==> config.mk <==
export PLATFORM = sky130hd
export DESIGN_NAME = pipe_hazard_ctrl_flat
export DESIGN_NICKNAME = d
export VERILOG_FILES = /design/src/rtl/pipe_hazard_ctrl_pkg.sv /design/src/rtl/pipe_hazard_ctrl_if.sv /design/src/rtl/pipe_hazard_ctrl_wait_timer.sv /design/src/rtl/pipe_hazard_ctrl.sv /design/src/flat_wrapper.sv
export SDC_FILE = /design/constraint.sdc
export NUM_CORES = 1
export LEC_CHECK = 0
export CELL_PAD_IN_SITES_DETAIL_PLACEMENT = 1
export CELL_PAD_IN_SITES_GLOBAL_PLACEMENT = 1
export CORE_UTILIZATION = 30
export CTS_BUF_LIST = sky130_fd_sc_hd__clkbuf_2 sky130_fd_sc_hd__clkbuf_4 sky130_fd_sc_hd__clkbuf_8
export CTS_CLUSTER_DIAMETER = 80
export CTS_CLUSTER_SIZE = 14
export DETAILED_ROUTE_END_ITERATION = 10
export PLACE_DENSITY = 0.76
export SETUP_SLACK_MARGIN = 0.4
export SYNTH_ARGS = -nofsm -noshare
export SYNTH_HDL_FRONTEND = slang
export SYNTH_SLANG_ARGS = --single-unit
==> constraint.sdc <==
create_clock -name clk -period 3.3 [get_ports clk]
set_input_delay 0.33 -clock clk [delete_from_list [all_inputs] [get_ports clk]]
set_output_delay 0.33 -clock clk [all_outputs]
set_load 0.05 [all_outputs]
==> src/rtl/pipe_hazard_ctrl_pkg.sv <==
// Shared definitions for the decode->execute hazard controller: state encoding
// and the operand-forwarding match helper.
package pipe_hazard_ctrl_pkg;

  typedef enum logic [1:0] {
    ST_RUN   = 2'd0,
    ST_WAIT  = 2'd1,
    ST_FLUSH = 2'd2,
    ST_ERR   = 2'd3
  } state_t;

  localparam int REG_W = 5;

  // x0 is hardwired to zero, so a write to it must never be forwarded.
  function automatic logic fwd_match(input logic             valid,
                                     input logic             reg_write,
                                     input logic [REG_W-1:0] rd,
                                     input logic [REG_W-1:0] rs);
    return valid & reg_write & (rd != '0) & (rd == rs);
  endfunction

endpackage

==> src/rtl/pipe_hazard_ctrl_if.sv <==
// Pipeline <-> hazard controller signal bundle. The pipeline is the master
// (drives execute/decode status and the memory ack); the controller is the slave.
interface pipe_hazard_ctrl_if #(
  parameter int CNT_W = 32
);
  import pipe_hazard_ctrl_pkg::*;

  logic             ex_valid;
  logic             ex_load;
  logic             ex_store;
  logic             ex_reg_write;
  logic [REG_W-1:0] ex_rd;
  logic             ex_branch_taken;
  logic             ex_next_sel;
  logic [REG_W-1:0] id_rs1;
  logic [REG_W-1:0] id_rs2;
  logic             dmem_ack;

  logic             pc_en;
  logic             pipe_en;
  logic             pipe_flush;
  logic             dmem_req;
  logic             fwd_a;
  logic             fwd_b;
  logic             mem_timeout;
  logic [CNT_W-1:0] stall_cnt;

  modport master (
    output ex_valid, ex_load, ex_store, ex_reg_write, ex_rd,
           ex_branch_taken, ex_next_sel, id_rs1, id_rs2, dmem_ack,
    input  pc_en, pipe_en, pipe_flush, dmem_req, fwd_a, fwd_b,
           mem_timeout, stall_cnt
  );

  modport slave (
    input  ex_valid, ex_load, ex_store, ex_reg_write, ex_rd,
           ex_branch_taken, ex_next_sel, id_rs1, id_rs2, dmem_ack,
    output pc_en, pipe_en, pipe_flush, dmem_req, fwd_a, fwd_b,
           mem_timeout, stall_cnt
  );

endinterface

==> src/rtl/pipe_hazard_ctrl_wait_timer.sv <==
// Loadable up/down counter with a terminal-value flag; used both for the
// dmem wait count and for the branch-penalty countdown.
module pipe_hazard_ctrl_wait_timer #(
  parameter int           W        = 4,
  parameter bit           COUNT_UP = 1'b1,
  parameter logic [W-1:0] TERM     = '0
) (
  input  logic         clk,
  input  logic         rst,
  input  logic         load,
  input  logic [W-1:0] load_val,
  input  logic         en,
  output logic         term
);

  logic [W-1:0] cnt_reg;

  always_ff @(posedge clk or negedge rst) begin
    if (!rst) begin
      cnt_reg <= '0;
    end else if (load) begin
      cnt_reg <= load_val;
    end else if (en) begin
      cnt_reg <= COUNT_UP ? cnt_reg + 1'b1 : cnt_reg - 1'b1;
    end
  end

  assign term = (cnt_reg == TERM);

endmodule

==> src/rtl/pipe_hazard_ctrl.sv <==
// Decode->execute sequencing controller: stalls on outstanding dmem accesses,
// inserts bubbles after redirects, forwards execute results, tracks stalls.
module pipe_hazard_ctrl
  import pipe_hazard_ctrl_pkg::*;
#(
  parameter int MAX_WAIT       = 16,
  parameter int BRANCH_PENALTY = 1,
  parameter int CNT_W          = 32
) (
  input  logic               clk,
  input  logic               rst,
  pipe_hazard_ctrl_if.slave  bus
);

  localparam int              WAIT_W   = (MAX_WAIT < 2) ? 1 : $clog2(MAX_WAIT);
  localparam logic [WAIT_W-1:0] WAIT_TERM = WAIT_W'(MAX_WAIT - 1);
  localparam logic [2:0]      PEN_LOAD = 3'(BRANCH_PENALTY - 1);

  state_t           state_reg, state_next;
  logic             mem_timeout_reg;
  logic [CNT_W-1:0] stall_cnt_reg;

  logic mem, redirect;
  logic wait_term, pen_term;
  logic en_c, flush_c, req_c;

  assign mem      = bus.ex_valid & (bus.ex_load | bus.ex_store);
  assign redirect = bus.ex_valid & (bus.ex_branch_taken | bus.ex_next_sel);

  // Restarts from zero whenever not waiting, so each access gets a full budget.
  pipe_hazard_ctrl_wait_timer #(
    .W        (WAIT_W),
    .COUNT_UP (1'b1),
    .TERM     (WAIT_TERM)
  ) u_wait_timer (
    .clk      (clk),
    .rst      (rst),
    .load     ((state_reg != ST_WAIT) | bus.dmem_ack),
    .load_val ('0),
    .en       (state_reg == ST_WAIT),
    .term     (wait_term)
  );

  pipe_hazard_ctrl_wait_timer #(
    .W        (3),
    .COUNT_UP (1'b0),
    .TERM     (3'd1)
  ) u_pen_timer (
    .clk      (clk),
    .rst      (rst),
    .load     (state_reg == ST_RUN),
    .load_val (PEN_LOAD),
    .en       (state_reg == ST_FLUSH),
    .term     (pen_term)
  );

  always_comb begin
    state_next = state_reg;
    en_c       = 1'b0;
    flush_c    = 1'b0;
    req_c      = 1'b0;
    case (state_reg)
      ST_RUN: begin
        req_c = mem;
        // A memory op takes priority over a redirect on the same instruction.
        if (mem) begin
          if (bus.dmem_ack) begin
            en_c = 1'b1;
          end else begin
            state_next = ST_WAIT;
          end
        end else if (redirect) begin
          en_c    = 1'b1;
          flush_c = 1'b1;
          if (BRANCH_PENALTY > 1) begin
            state_next = ST_FLUSH;
          end
        end else begin
          en_c = 1'b1;
        end
      end
      ST_WAIT: begin
        req_c = 1'b1;
        if (bus.dmem_ack) begin
          en_c       = 1'b1;
          state_next = ST_RUN;
        end else if (wait_term) begin
          state_next = ST_ERR;
        end
      end
      ST_FLUSH: begin
        en_c    = 1'b1;
        flush_c = 1'b1;
        if (pen_term) begin
          state_next = ST_RUN;
        end
      end
      default: begin
        state_next = ST_ERR;
      end
    endcase
  end

  always_ff @(posedge clk or negedge rst) begin
    if (!rst) begin
      state_reg       <= ST_RUN;
      mem_timeout_reg <= 1'b0;
      stall_cnt_reg   <= '0;
    end else begin
      state_reg <= state_next;
      if (state_next == ST_ERR) begin
        mem_timeout_reg <= 1'b1;
      end
      if (!en_c && (stall_cnt_reg != '1)) begin
        stall_cnt_reg <= stall_cnt_reg + 1'b1;
      end
    end
  end

  // Outputs are forced to their safe values asynchronously while reset is low.
  assign bus.pc_en       = rst & en_c;
  assign bus.pipe_en     = rst & en_c;
  assign bus.pipe_flush  = ~rst | flush_c;
  assign bus.dmem_req    = rst & req_c;
  assign bus.fwd_a       = rst & fwd_match(bus.ex_valid, bus.ex_reg_write, bus.ex_rd, bus.id_rs1);
  assign bus.fwd_b       = rst & fwd_match(bus.ex_valid, bus.ex_reg_write, bus.ex_rd, bus.id_rs2);
  assign bus.mem_timeout = mem_timeout_reg;
  assign bus.stall_cnt   = stall_cnt_reg;

endmodule

==> src/flat_wrapper.sv <==
// flat-port wrapper written by rule: the top's interface ports become plain ports
module pipe_hazard_ctrl_flat import pipe_hazard_ctrl_pkg::*;
#(
  parameter int MAX_WAIT       = 16,
  parameter int BRANCH_PENALTY = 1,
  parameter int CNT_W          = 32
)
  (clk, rst, bus_ex_valid, bus_ex_load, bus_ex_store, bus_ex_reg_write, bus_ex_rd, bus_ex_branch_taken, bus_ex_next_sel, bus_id_rs1, bus_id_rs2, bus_dmem_ack, bus_pc_en, bus_pipe_en, bus_pipe_flush, bus_dmem_req, bus_fwd_a, bus_fwd_b, bus_mem_timeout, bus_stall_cnt);
  pipe_hazard_ctrl_if #(.CNT_W(CNT_W)) bus_i ();
  input  logic clk;
  input  logic rst;
  input wire logic [$bits(bus_i.ex_valid)-1:0] bus_ex_valid;
  input wire logic [$bits(bus_i.ex_load)-1:0] bus_ex_load;
  input wire logic [$bits(bus_i.ex_store)-1:0] bus_ex_store;
  input wire logic [$bits(bus_i.ex_reg_write)-1:0] bus_ex_reg_write;
  input wire logic [$bits(bus_i.ex_rd)-1:0] bus_ex_rd;
  input wire logic [$bits(bus_i.ex_branch_taken)-1:0] bus_ex_branch_taken;
  input wire logic [$bits(bus_i.ex_next_sel)-1:0] bus_ex_next_sel;
  input wire logic [$bits(bus_i.id_rs1)-1:0] bus_id_rs1;
  input wire logic [$bits(bus_i.id_rs2)-1:0] bus_id_rs2;
  input wire logic [$bits(bus_i.dmem_ack)-1:0] bus_dmem_ack;
  output wire logic [$bits(bus_i.pc_en)-1:0] bus_pc_en;
  output wire logic [$bits(bus_i.pipe_en)-1:0] bus_pipe_en;
  output wire logic [$bits(bus_i.pipe_flush)-1:0] bus_pipe_flush;
  output wire logic [$bits(bus_i.dmem_req)-1:0] bus_dmem_req;
  output wire logic [$bits(bus_i.fwd_a)-1:0] bus_fwd_a;
  output wire logic [$bits(bus_i.fwd_b)-1:0] bus_fwd_b;
  output wire logic [$bits(bus_i.mem_timeout)-1:0] bus_mem_timeout;
  output wire logic [$bits(bus_i.stall_cnt)-1:0] bus_stall_cnt;
  assign bus_i.ex_valid = bus_ex_valid;
  assign bus_i.ex_load = bus_ex_load;
  assign bus_i.ex_store = bus_ex_store;
  assign bus_i.ex_reg_write = bus_ex_reg_write;
  assign bus_i.ex_rd = bus_ex_rd;
  assign bus_i.ex_branch_taken = bus_ex_branch_taken;
  assign bus_i.ex_next_sel = bus_ex_next_sel;
  assign bus_i.id_rs1 = bus_id_rs1;
  assign bus_i.id_rs2 = bus_id_rs2;
  assign bus_i.dmem_ack = bus_dmem_ack;
  assign bus_pc_en = bus_i.pc_en;
  assign bus_pipe_en = bus_i.pipe_en;
  assign bus_pipe_flush = bus_i.pipe_flush;
  assign bus_dmem_req = bus_i.dmem_req;
  assign bus_fwd_a = bus_i.fwd_a;
  assign bus_fwd_b = bus_i.fwd_b;
  assign bus_mem_timeout = bus_i.mem_timeout;
  assign bus_stall_cnt = bus_i.stall_cnt;
  pipe_hazard_ctrl #(.MAX_WAIT(MAX_WAIT), .BRANCH_PENALTY(BRANCH_PENALTY), .CNT_W(CNT_W)) u_core (.clk(clk), .rst(rst), .bus(bus_i));
endmodule
### Word level (Yosys, flattened, before mapping)

Index checks and enable logic that the tools add are counted.

* input port bits: 24
* word-level logic and storage cells: 55
* output and inout port bits: 39
* register bits: 42

* muxes and demuxes: 17
* $add $sub $neg: 3
* reduce and logical (&&, ||, !) cells: 6
* eq/ne operators: 9
* bitwise logic cells: 15

Operators with widths (number)
* $add 32x1->32 const B: 1
* $ne 32x32->1 const B: 1
* $and 1x1->1: 10
* $eq 5x5->1: 2
* $mux 2: 5
* $mux 4: 2
* $mux 3: 2
* $pmux 2 s3: 1
* $reduce_bool 5->1: 1
* $add 4x1->4 const B: 1
* $eq 2x2->1 const B: 2
* $eq 4x4->1 const B: 1
* $mux 1: 4
* $or 1x1->1: 4
* $pmux 1 s2: 2
* $reduce_bool 2->1: 2
* $eq 3x1->1 const B: 1
* $pmux 1 s3: 1
* $sub 3x1->3 const B: 1
* $eq 2x1->1 const B: 1
* $logic_not 2->1: 1
* $ne 2x1->1 const B: 1
* $logic_and 1x1->1: 1
* $logic_not 1->1: 1
* $not 1->1: 1

### Depth between registers and ports, before layout

Gate-level depths: netlist (run 1).

* depth after elaboration: 6
* mapped depth: 8
* gate-level depth less buffers: 6

### Hierarchy

Synthesis (run 1) repeated with hierarchy kept, for this count alone.

* cell total of the unflattened synthesis: 230
* area, all modules: 2439.8 um2

By module, submodules not included
* pipe_hazard_ctrl: times used 1, area each 2037.0 um2, cells each 192, seq. area each 875.8 um2
* pipe_hazard_ctrl_wait_timer at u_core.u_wait_timer: times used 1, area each 209.0 um2, cells each 19, seq. area each 100.1 um2
* pipe_hazard_ctrl_wait_timer at u_core.u_pen_timer: times used 1, area each 193.9 um2, cells each 19, seq. area each 75.1 um2

### Least setup slack after synthesis (run 1)

OpenSTA, ideal clock, no wires.

* path type: input-to-output
* start point: input bus_ex_rd[3]
* end point: output bus_fwd_a
* required time: 2970 ps
* arrival: 2098 ps
* buffers on the path: 0
* stages on the path: 3
* setup slack: 872 ps
* path through: or4_1 -> o2111ai_1 -> nor4_1

* longest elaborated chain between the ends: 4
* elaborated cells between the ends (all ways): 5
* classes of those cells: eq/ne (1); bitwise (3); reduce/logical (1)

RTL lines
* start: declaration: RTL line flat_wrapper.sv:16 `input wire logic [$bits(bus_i.ex_rd)-1:0] bus_ex_rd;`
* $reduce_bool 5->1: RTL line pipe_hazard_ctrl_pkg.sv:19 `return valid & reg_write & (rd != '0) & (rd == rs);`
* $and 1x1->1: RTL line pipe_hazard_ctrl_pkg.sv:19
* $and 1x1->1 *: RTL line pipe_hazard_ctrl_pkg.sv:19
* $and 1x1->1 *: RTL line pipe_hazard_ctrl.sv:125 `assign bus.fwd_a = rst & fwd_match(bus.ex_valid, bus.ex_reg_write, bus.ex_rd, bus.id_rs1);`
* end: declaration: RTL line flat_wrapper.sv:26 `output wire logic [$bits(bus_i.fwd_a)-1:0] bus_fwd_a;`

Every way passes the cells marked *; elsewhere a longest branch is shown, timed or not.

### Final worst setup path (run 1)

* start point: input bus_ex_rd[0]
* end point: output bus_fwd_b

* longest elaborated chain between the ends: 4
* elaborated cells between the ends (all ways): 5
* classes of those cells: eq/ne (1); bitwise (3); reduce/logical (1)

RTL lines
* $reduce_bool 5->1: RTL line pipe_hazard_ctrl_pkg.sv:19
* $and 1x1->1: RTL line pipe_hazard_ctrl_pkg.sv:19
* $and 1x1->1 *: RTL line pipe_hazard_ctrl_pkg.sv:19
* $and 1x1->1 *: RTL line pipe_hazard_ctrl.sv:126 `assign bus.fwd_b = rst & fwd_match(bus.ex_valid, bus.ex_reg_write, bus.ex_rd, bus.id_rs2);`
* end: declaration: RTL line flat_wrapper.sv:27 `output wire logic [$bits(bus_i.fwd_b)-1:0] bus_fwd_b;`

Marked as above.

==> metrics.txt, run 1 <==
# TYPE chip_impl_metric gauge
chip_impl_info{name="outcome",value="finished, final reports clean"} 1
chip_impl_metric{name="clock_tree.buffer_depth",unit=""} 2
chip_impl_metric{name="detail_route.wl_per_cell",unit="um"} 16.7
chip_impl_metric{name="clock_sinks",unit=""} 42
chip_impl_metric{name="syn_area_per_cell",unit="um^2"} 10.2
chip_impl_info{name="setup.worst_path.class",value="in -> out"} 1
chip_impl_metric{name="die_area",unit="um^2"} 8220
chip_impl_info{name="synth_top_area_cell",value="sky130_fd_sc_hd__dfrtp_1"} 1
chip_impl_metric{name="initial_core_util",unit=""} 0.319
chip_impl_metric{name="slowest_delay",unit="ps"} 710
chip_impl_metric{name="placedInstanceArea",unit="um^2"} 3080
chip_impl_metric{name="grt_first_pass_wirelength",unit="mm"} 11.4
chip_impl_metric{name="drc",unit=""} 0
chip_impl_metric{name="overflow",unit=""} 0
chip_impl_metric{name="largest_reg_flops",unit=""} 32
chip_impl_metric{name="layout.cell_area.non_filler",unit="um^2"} 3200
chip_impl_metric{name="detailroute.via_count",unit=""} 2046
chip_impl_info{name="end_kind",value="output pin"} 1
chip_impl_metric{name="detail_route.wirelength",unit="mm"} 6.66
chip_impl_metric{name="hpwlAfterDp",unit="mm"} 5.02
chip_impl_metric{name="timing.setup.tns",unit="ps"} 0
chip_impl_metric{name="numCtsBuffers",unit=""} 5
chip_impl_info{name="critical_path.most_common_cell",value="sky130_fd_sc_hd__clkdlybuf4s50_1"} 1
chip_impl_metric{name="p_leak",unit="nW"} 1.31
chip_impl_metric{name="synthToLayoutAreaGrowth",unit="%"} 35.5
chip_impl_metric{name="cts.reportedPaths.clkPinSlew",unit="ps"} 80
chip_impl_metric{name="synth.yosys.seq_area_share",unit=""} 0.445
chip_impl_info{name="hp-class",value="in -> async"} 1
chip_impl_metric{name="fmax",unit="GHz"} 0.363
chip_impl_info{name="top_area_cells_in_the_synthesized_netlist",value="sky130_fd_sc_hd__dfrtp_1 45%, sky130_fd_sc_hd__xor2_1 8.2%, sky130_fd_sc_hd__xnor2_1 5.9%"} 1
chip_impl_metric{name="postSynthCellCount",unit=""} 232
chip_impl_info{name="clockRootBuffer",value="sky130_fd_sc_hd__clkbuf_8"} 1
chip_impl_metric{name="finalCritPeriodShare",unit=""} 0.836
chip_impl_metric{name="drive_gt1_frac",unit=""} 0.0936
chip_impl_info{name="layout_commonest_cell",value="sky130_fd_sc_hd__clkdlybuf4s50_1"} 1
chip_impl_metric{name="timing.final.crit_period",unit="ps"} 2760
chip_impl_metric{name="required",unit="ps"} 2970
chip_impl_metric{name="global_route.usage.total",unit=""} 0.173
chip_impl_metric{name="synth_nets",unit=""} 260
chip_impl_info{name="critPathLaunchType",value="input port"} 1
chip_impl_metric{name="core_region_area",unit="um^2"} 7410
chip_impl_metric{name="yosys.cell_types.count",unit=""} 46
chip_impl_metric{name="fillers",unit=""} 845
chip_impl_info{name="tritoncts_clock_tree",value="built"} 1
chip_impl_metric{name="grt_pass1_vias",unit=""} 2200
chip_impl_metric{name="num-nets-final",unit=""} 326
chip_impl_metric{name="finalWeightedCongestion",unit=""} 0.801
chip_impl_metric{name="yosys.area.top_type_share",unit=""} 0.445
chip_impl_metric{name="drv.max_cap_violation_count",unit=""} 0
chip_impl_metric{name="grt_start_max_net_pins",unit=""} 23
chip_impl_metric{name="dr.first_iter.drc_count",unit=""} 43
chip_impl_metric{name="number_of_warning_messages_in_the_yosys_log",unit=""} 0
chip_impl_metric{name="synth_enable_flop_cells",unit=""} 0
chip_impl_metric{name="netlist_area",unit="um^2"} 2360
chip_impl_metric{name="antenna_violating_nets_post_route",unit=""} 0
chip_impl_metric{name="multi_input_comb_area",unit="um^2"} 1220
chip_impl_metric{name="slew_headroom",unit=""} 0.507
chip_impl_metric{name="cts-htree-levels",unit=""} 2
chip_impl_metric{name="drt_first_pass_iters",unit=""} 3
chip_impl_metric{name="worst_pin_slew",unit="ps"} 732
chip_impl_info{name="timing.critical_path.cells",value="clkdlybuf4s50_1 > or4_1 > o2111ai_1 > nor4_1 > clkdlybuf4s50_1"} 1
chip_impl_info{name="yosys_most_used_dff",value="sky130_fd_sc_hd__dfrtp_1"} 1
chip_impl_info{name="setup_repair_after_global_routing_missed_its_margin",value="no"} 1
chip_impl_metric{name="critical_path.max_fanout",unit=""} 3
chip_impl_metric{name="total_of_endpoints_with_negative_setup_slack_in_the_final_report",unit=""} 0
chip_impl_metric{name="worst-endpoint-arrival",unit="ps"} 2430
chip_impl_metric{name="number_of_max_slew_violations_in_the_final_report",unit=""} 0
chip_impl_metric{name="clk_latency",unit="ps"} 300
chip_impl_metric{name="finClkSkew",unit="ps"} 5.91
chip_impl_metric{name="power.density",unit="nW/um^2"} 437
chip_impl_metric{name="buffer_ports.inserted",unit=""} 62
chip_impl_metric{name="ys_seq_elements",unit=""} 42
chip_impl_metric{name="timing_hold_violations_final",unit=""} 0
chip_impl_info{name="layout.cells.most_common_list",value="61 x sky130_fd_sc_hd__clkdlybuf4s50_1, 42 x sky130_fd_sc_hd__dfrtp_1, 22 x sky130_fd_sc_hd__xor2_1"} 1
chip_impl_metric{name="postCtsSetupBuffers",unit=""} 0
chip_impl_metric{name="floorplan.die.height",unit="um"} 90.7
chip_impl_metric{name="floorplan.rows",unit=""} 31
chip_impl_metric{name="die_width",unit="um"} 90.7
chip_impl_metric{name="finish.utilization",unit=""} 0.432
chip_impl_metric{name="grt_antenna_before_repair",unit=""} 0
chip_impl_metric{name="diodes",unit=""} 0
chip_impl_metric{name="synthArstFlopShare",unit=""} 1.00
chip_impl_metric{name="max-vdd-ir-drop",unit="mV"} 0.383
chip_impl_metric{name="sequential_cell_area",unit="um^2"} 1050
chip_impl_metric{name="route.detailed.vias_per_inst",unit=""} 5.14
chip_impl_info{name="critPathSlowestCell",value="sky130_fd_sc_hd__clkdlybuf4s50_1"} 1
chip_impl_metric{name="floorplan.io_pins",unit=""} 63
[worst paths after layout]
| path | start | to | slack, ps | cells after the start |
|---|---|---|---|---|
| max in group asynchronous | rst | u_core.u_pen_timer.cnt_reg[1]$_DFFE_PN0P_ | 2370 | 2 |
| hold reg to reg | u_core.u_wait_timer.cnt_reg[0]$_DFFE_PN0P_ | u_core.u_wait_timer.cnt_reg[0]$_DFFE_PN0P_ | 480 | 1 |
| setup reg to reg | u_core.bus.stall_cnt[8]$_DFFE_PN0P_ | u_core.bus.stall_cnt[9]$_DFFE_PN0P_ | 760 | 5 |
| min in group clk | u_core.u_wait_timer.cnt_reg[0]$_DFFE_PN0P_ | u_core.u_wait_timer.cnt_reg[0]$_DFFE_PN0P_ | 480 | 1 |
| hold / removal | rst | u_core.bus.stall_cnt[24]$_DFFE_PN0P_ | 120 | 2 |
| setup / recovery | bus_ex_rd[0] | bus_fwd_b | 540 | 5 |
[repair_timing]
action | in CTS | in global routing
gates resized for setup | 0 | 0
endpoints found under the hold margin | 8 | 0
hold buffers | 1 | 0
[routing by layer]
layer	part of all wire	vias to the layer above	routed length [um]	track usage
li1	-	971	-	-
met1	0.45	1018	2980	0.217
met2	0.49	51	3290	0.301
met3	0.049	6	324	0.0354
met4	0.010	0	68	0.0457
met5	0	-	0	0
[cells by family after synthesis]
| group | count (synthesis) | synth area share |
|---|---|---|
| simple gates | 107 | 0.286 |
| flops | 42 | 0.445 |
| xor+xnor | 38 | 0.141 |
| compound gates | 22 | 0.0615 |
| buf+inv | 17 | 0.0355 |
| fa+ha+maj | 4 | 0.0212 |
| mux | 2 | 0.00901 |
[cells in the mapped netlist (2+ instances only)]
master,count
sky130_fd_sc_hd__xor2_1,22
sky130_fd_sc_hd__nor2_1,12
sky130_fd_sc_hd__buf_4,3
sky130_fd_sc_hd__a41oi_1,2
sky130_fd_sc_hd__nand2_1,18
sky130_fd_sc_hd__xnor2_1,16
sky130_fd_sc_hd__inv_1,8
sky130_fd_sc_hd__dfrtp_1,42
sky130_fd_sc_hd__nor2b_1,2
sky130_fd_sc_hd__o21ai_0,4
sky130_fd_sc_hd__nand4_1,14
sky130_fd_sc_hd__ha_1,4
sky130_fd_sc_hd__and4_1,3
sky130_fd_sc_hd__or4_1,3
sky130_fd_sc_hd__nor4_2,3
sky130_fd_sc_hd__clkbuf_1,3
sky130_fd_sc_hd__nor4b_1,3
sky130_fd_sc_hd__nand3_1,12
sky130_fd_sc_hd__or2_2,2
sky130_fd_sc_hd__nor4_1,11
sky130_fd_sc_hd__nor3_1,9
sky130_fd_sc_hd__nor4_4,2
sky130_fd_sc_hd__a21oi_1,7
sky130_fd_sc_hd__and3_1,3
sky130_fd_sc_hd__and2_1,2
sky130_fd_sc_hd__a21o_1,2
[power by group]
| part | total, mW | switching [mW] | internal (mW) |
|---|---|---|---|
| Clock | 0.412 | 0.189 | 0.223 |
| Sequential | 0.609 | 0.0565 | 0.553 |
| Combinational | 0.377 | 0.238 | 0.139 |
| Total | 1.40 | 0.484 | 0.915 |
[area by class of cell]
class / count / area share
multi-input cells: 173 / 0.383
flip-flops and latches: 42 / 0.329
repair buffers: 67 / 0.205
well taps: 99 / 0.0387
clock buffers: 5 / 0.0215
clock inverters: 3 / 0.0125
inverters: 9 / 0.0106
[worst max-delay path, delay by kind of cell]
kind | cells | cell delay (ps)
AOI/OAI and AO/OA | 1 | 260
buffers and inverters | 2 | 1180
and+or+nand+nor | 2 | 660
[metrics by stage]
step	instances	total power, mW	hold WS (ps)	worst slack [ps]
2_1_floorplan	232	0.837	34.4	872
6_report	398	1.40	123	542
3_5_place_dp	389	0.997	251	559
4_1_cts	398	1.41	130	546
3_3_place_gp	389	0.989	252	609
5_1_grt	398	1.47	138	444
No activity file was read; power rests on OpenSTA's default activity.
==> run 2: changes to the inputs <==
PLACE_DENSITY = 0.79   (was 0.76)
clock period = 2.35 ns   (was 3.3 ns; I/O delays follow)
==> metrics.txt, run 2 (synthesis gave the netlist of run 1 again) <==
# TYPE chip_impl_metric gauge
chip_impl_metric{name="finalHoldWorstSlack",unit="ps"} 61.6
chip_impl_info{name="end_kind",value="flop"} 1
chip_impl_metric{name="antenna_violating_nets_post_route",unit=""} 0
chip_impl_metric{name="setup_slack",unit="ps"} 417
chip_impl_metric{name="timing_hold_violations_final",unit=""} 0
chip_impl_metric{name="overflow",unit=""} 0
chip_impl_metric{name="combPwrFrac",unit=""} 0.343
chip_impl_metric{name="finClkSkew",unit="ps"} 13.3
chip_impl_metric{name="post-place-ws",unit="ps"} 31.0
chip_impl_info{name="critPathLaunchType",value="flop"} 1
chip_impl_metric{name="numCtsBuffers",unit=""} 5
chip_impl_metric{name="grt_first_pass_wirelength",unit="mm"} 11.1
chip_impl_metric{name="p_leak",unit="nW"} 1.46
chip_impl_metric{name="cts-htree-levels",unit=""} 2
chip_impl_metric{name="critical_path.max_fanout",unit=""} 8
chip_impl_metric{name="finalWeightedCongestion",unit=""} 0.786
chip_impl_metric{name="worst_pin_slew",unit="ps"} 556
chip_impl_info{name="clockRootBuffer",value="sky130_fd_sc_hd__clkbuf_8"} 1
chip_impl_metric{name="global_route.usage.total",unit=""} 0.172
chip_impl_metric{name="hpwlAfterDp",unit="mm"} 5.19
chip_impl_metric{name="drt_first_pass_iters",unit=""} 4
chip_impl_metric{name="reg2reg_slack",unit="ps"} 420
chip_impl_metric{name="floorplan.die.height",unit="um"} 90.7
chip_impl_metric{name="die_width",unit="um"} 90.7
chip_impl_metric{name="largest_reg_flops",unit=""} 32
chip_impl_metric{name="synthToLayoutAreaGrowth",unit="%"} 52.9
chip_impl_metric{name="numPlacedInstances",unit=""} 392
chip_impl_metric{name="layoutNonFillerInstCount",unit=""} 418
chip_impl_info{name="r2r-start",value="u_core.bus.stall_cnt[3]$_DFFE_PN0P_"} 1
chip_impl_metric{name="p_clk_frac",unit=""} 0.234
chip_impl_metric{name="detail_route.wl_per_cell",unit="um"} 17.5
chip_impl_metric{name="detail_route.wirelength",unit="mm"} 7.33
chip_impl_metric{name="diodes",unit=""} 0
chip_impl_metric{name="drv.max_cap_violation_count",unit=""} 0
chip_impl_metric{name="core_region_area",unit="um^2"} 7410
chip_impl_info{name="hp-class",value="in -> async"} 1
chip_impl_metric{name="finalCritPeriodShare",unit=""} 0.822
chip_impl_info{name="setup_repair_after_global_routing_missed_its_margin",value="yes"} 1
chip_impl_metric{name="timing.final.crit_period",unit="ps"} 1930
chip_impl_metric{name="floorplan.rows",unit=""} 31
chip_impl_metric{name="post-layout-total-power",unit="mW"} 2.02
chip_impl_metric{name="fillers",unit=""} 822
chip_impl_info{name="layout.cells.most_common_list",value="49 x sky130_fd_sc_hd__clkdlybuf4s50_1, 26 x sky130_fd_sc_hd__dfrtp_2, 24 x sky130_fd_sc_hd__buf_4"} 1
chip_impl_metric{name="grt_start_max_net_pins",unit=""} 46
chip_impl_metric{name="timing.setup.tns",unit="ps"} 0
chip_impl_metric{name="power_frac_seq",unit=""} 0.423
chip_impl_metric{name="buffer_ports.inserted",unit=""} 62
chip_impl_info{name="layout_commonest_cell",value="sky130_fd_sc_hd__clkdlybuf4s50_1"} 1
chip_impl_metric{name="drive_gt1_frac",unit=""} 0.323
chip_impl_metric{name="switching_share",unit=""} 0.361
chip_impl_metric{name="number_of_max_slew_violations_in_the_final_report",unit=""} 0
chip_impl_metric{name="clock_tree.buffer_depth",unit=""} 2
chip_impl_metric{name="clk_latency",unit="ps"} 300
chip_impl_metric{name="floorplan.io_pins",unit=""} 63
chip_impl_info{name="outcome",value="finished, final reports clean"} 1
chip_impl_metric{name="slew_headroom",unit=""} 0.629
chip_impl_metric{name="fmax",unit="GHz"} 0.517
chip_impl_metric{name="clock_sinks",unit=""} 42
chip_impl_metric{name="max-vdd-ir-drop",unit="mV"} 0.409
chip_impl_metric{name="grt_pass1_vias",unit=""} 2140
chip_impl_metric{name="total_of_endpoints_with_negative_setup_slack_in_the_final_report",unit=""} 0
chip_impl_metric{name="required",unit="ps"} 2560
chip_impl_info{name="setup.worst_path.class",value="reg -> reg"} 1
chip_impl_metric{name="initial_core_util",unit=""} 0.319
chip_impl_info{name="tritoncts_clock_tree",value="built"} 1
chip_impl_metric{name="p_int",unit="mW"} 1.29
chip_impl_metric{name="detailroute.via_count",unit=""} 2168
chip_impl_metric{name="r2r.worst_path.cells",unit=""} 6
chip_impl_metric{name="grt_antenna_before_repair",unit=""} 0
chip_impl_metric{name="die_area",unit="um^2"} 8220
chip_impl_metric{name="num-nets-final",unit=""} 346
chip_impl_metric{name="drc",unit=""} 0
chip_impl_metric{name="worst-endpoint-arrival",unit="ps"} 2150
chip_impl_metric{name="power.density",unit="nW/um^2"} 560
chip_impl_metric{name="cts.reportedPaths.clkPinSlew",unit="ps"} 90
chip_impl_info{name="timing.rr.end",value="u_core.bus.stall_cnt[19]$_DFFE_PN0P_"} 1
chip_impl_metric{name="route.detailed.vias_per_inst",unit=""} 5.19
chip_impl_metric{name="net_sw_power",unit="mW"} 0.729
chip_impl_metric{name="dr.first_iter.drc_count",unit=""} 52
-- run 2: how the worst max path moves through the flow --
| stage | start | end | slack, ps | cells after the start |
|---|---|---|---|---|
| floorplan | bus_ex_rd[3] | bus_fwd_a | 110 | 3 |
| global placement | bus_ex_valid | u_core.bus.stall_cnt[13]$_DFFE_PN0P_ | 140 | 7 |
| detailed placement | bus_ex_valid | u_core.bus.stall_cnt[9]$_DFFE_PN0P_ | 30 | 7 |
| CTS | u_core.bus.stall_cnt[3]$_DFFE_PN0P_ | u_core.bus.stall_cnt[18]$_DFFE_PN0P_ | 390 | 5 |
| global route | u_core.bus.stall_cnt[6]$_DFFE_PN0P_ | u_core.bus.stall_cnt[7]$_DFFE_PN0P_ | 340 | 7 |
| finish | u_core.bus.stall_cnt[3]$_DFFE_PN0P_ | u_core.bus.stall_cnt[19]$_DFFE_PN0P_ | 420 | 6 |
-- run 2: per-stage QoR --
step                      instance area (um^2)   util
after CTS                                 3450  0.466
after global routing                      3610  0.487
final                                     3610  0.487
after global placement                    3240  0.438
after detailed placement                  3240  0.438
after floorplan                           2450      -
-- run 2: power groups by stage --
stage | Sequential [mW] | Combinational [mW] | Clock [mW]
after floorplan | 1.04 | 0.149 | 0
after global placement | 0.875 | 0.541 | 0
after detailed placement | 0.876 | 0.552 | 0
after CTS | 0.864 | 0.573 | 0.490
after global routing | 0.866 | 0.724 | 0.510
final | 0.854 | 0.693 | 0.474
-- run 2: final cells by class --
cell class | instances | area, um^2 | share of cell area
Clock buffer | 6 | 76.3 | 0.0212
Clock inverter | 2 | 10.0 | 0.00277
Inverter | 9 | 33.8 | 0.00937
Multi-Input combinational cell | 173 | 1410 | 0.391
Sequential cell | 42 | 1080 | 0.300
Tap cell | 99 | 124 | 0.0343
Timing Repair Buffer | 87 | 871 | 0.241
-- run 2: critical path: stages, from the launching register on --
cell,delay [ps]
sky130_fd_sc_hd__dfrtp_2,400
sky130_fd_sc_hd__buf_4,130
sky130_fd_sc_hd__and4_4,260
sky130_fd_sc_hd__nand2_4,90
sky130_fd_sc_hd__or4_4,550
sky130_fd_sc_hd__nor4_2,210
sky130_fd_sc_hd__xor2_1,190
-- run 2: repair_timing --
item / CTS / global route
endpoints found under the setup margin: 23 / 27
buffers inserted: 5 / 12
hold buffers: 0 / 0
pin swaps: 2 / 9
gates resized for setup: 18 / 14
cloned: 0 / 1
-- run 2: per-layer routing --
metal  wire [um]  up-vias  track usage
met2        3740       69        0.295
li1            -     1008            -
met1        3060     1082        0.208
met5           0        -            0
met3         401        9       0.0412
met4         134        0       0.0605
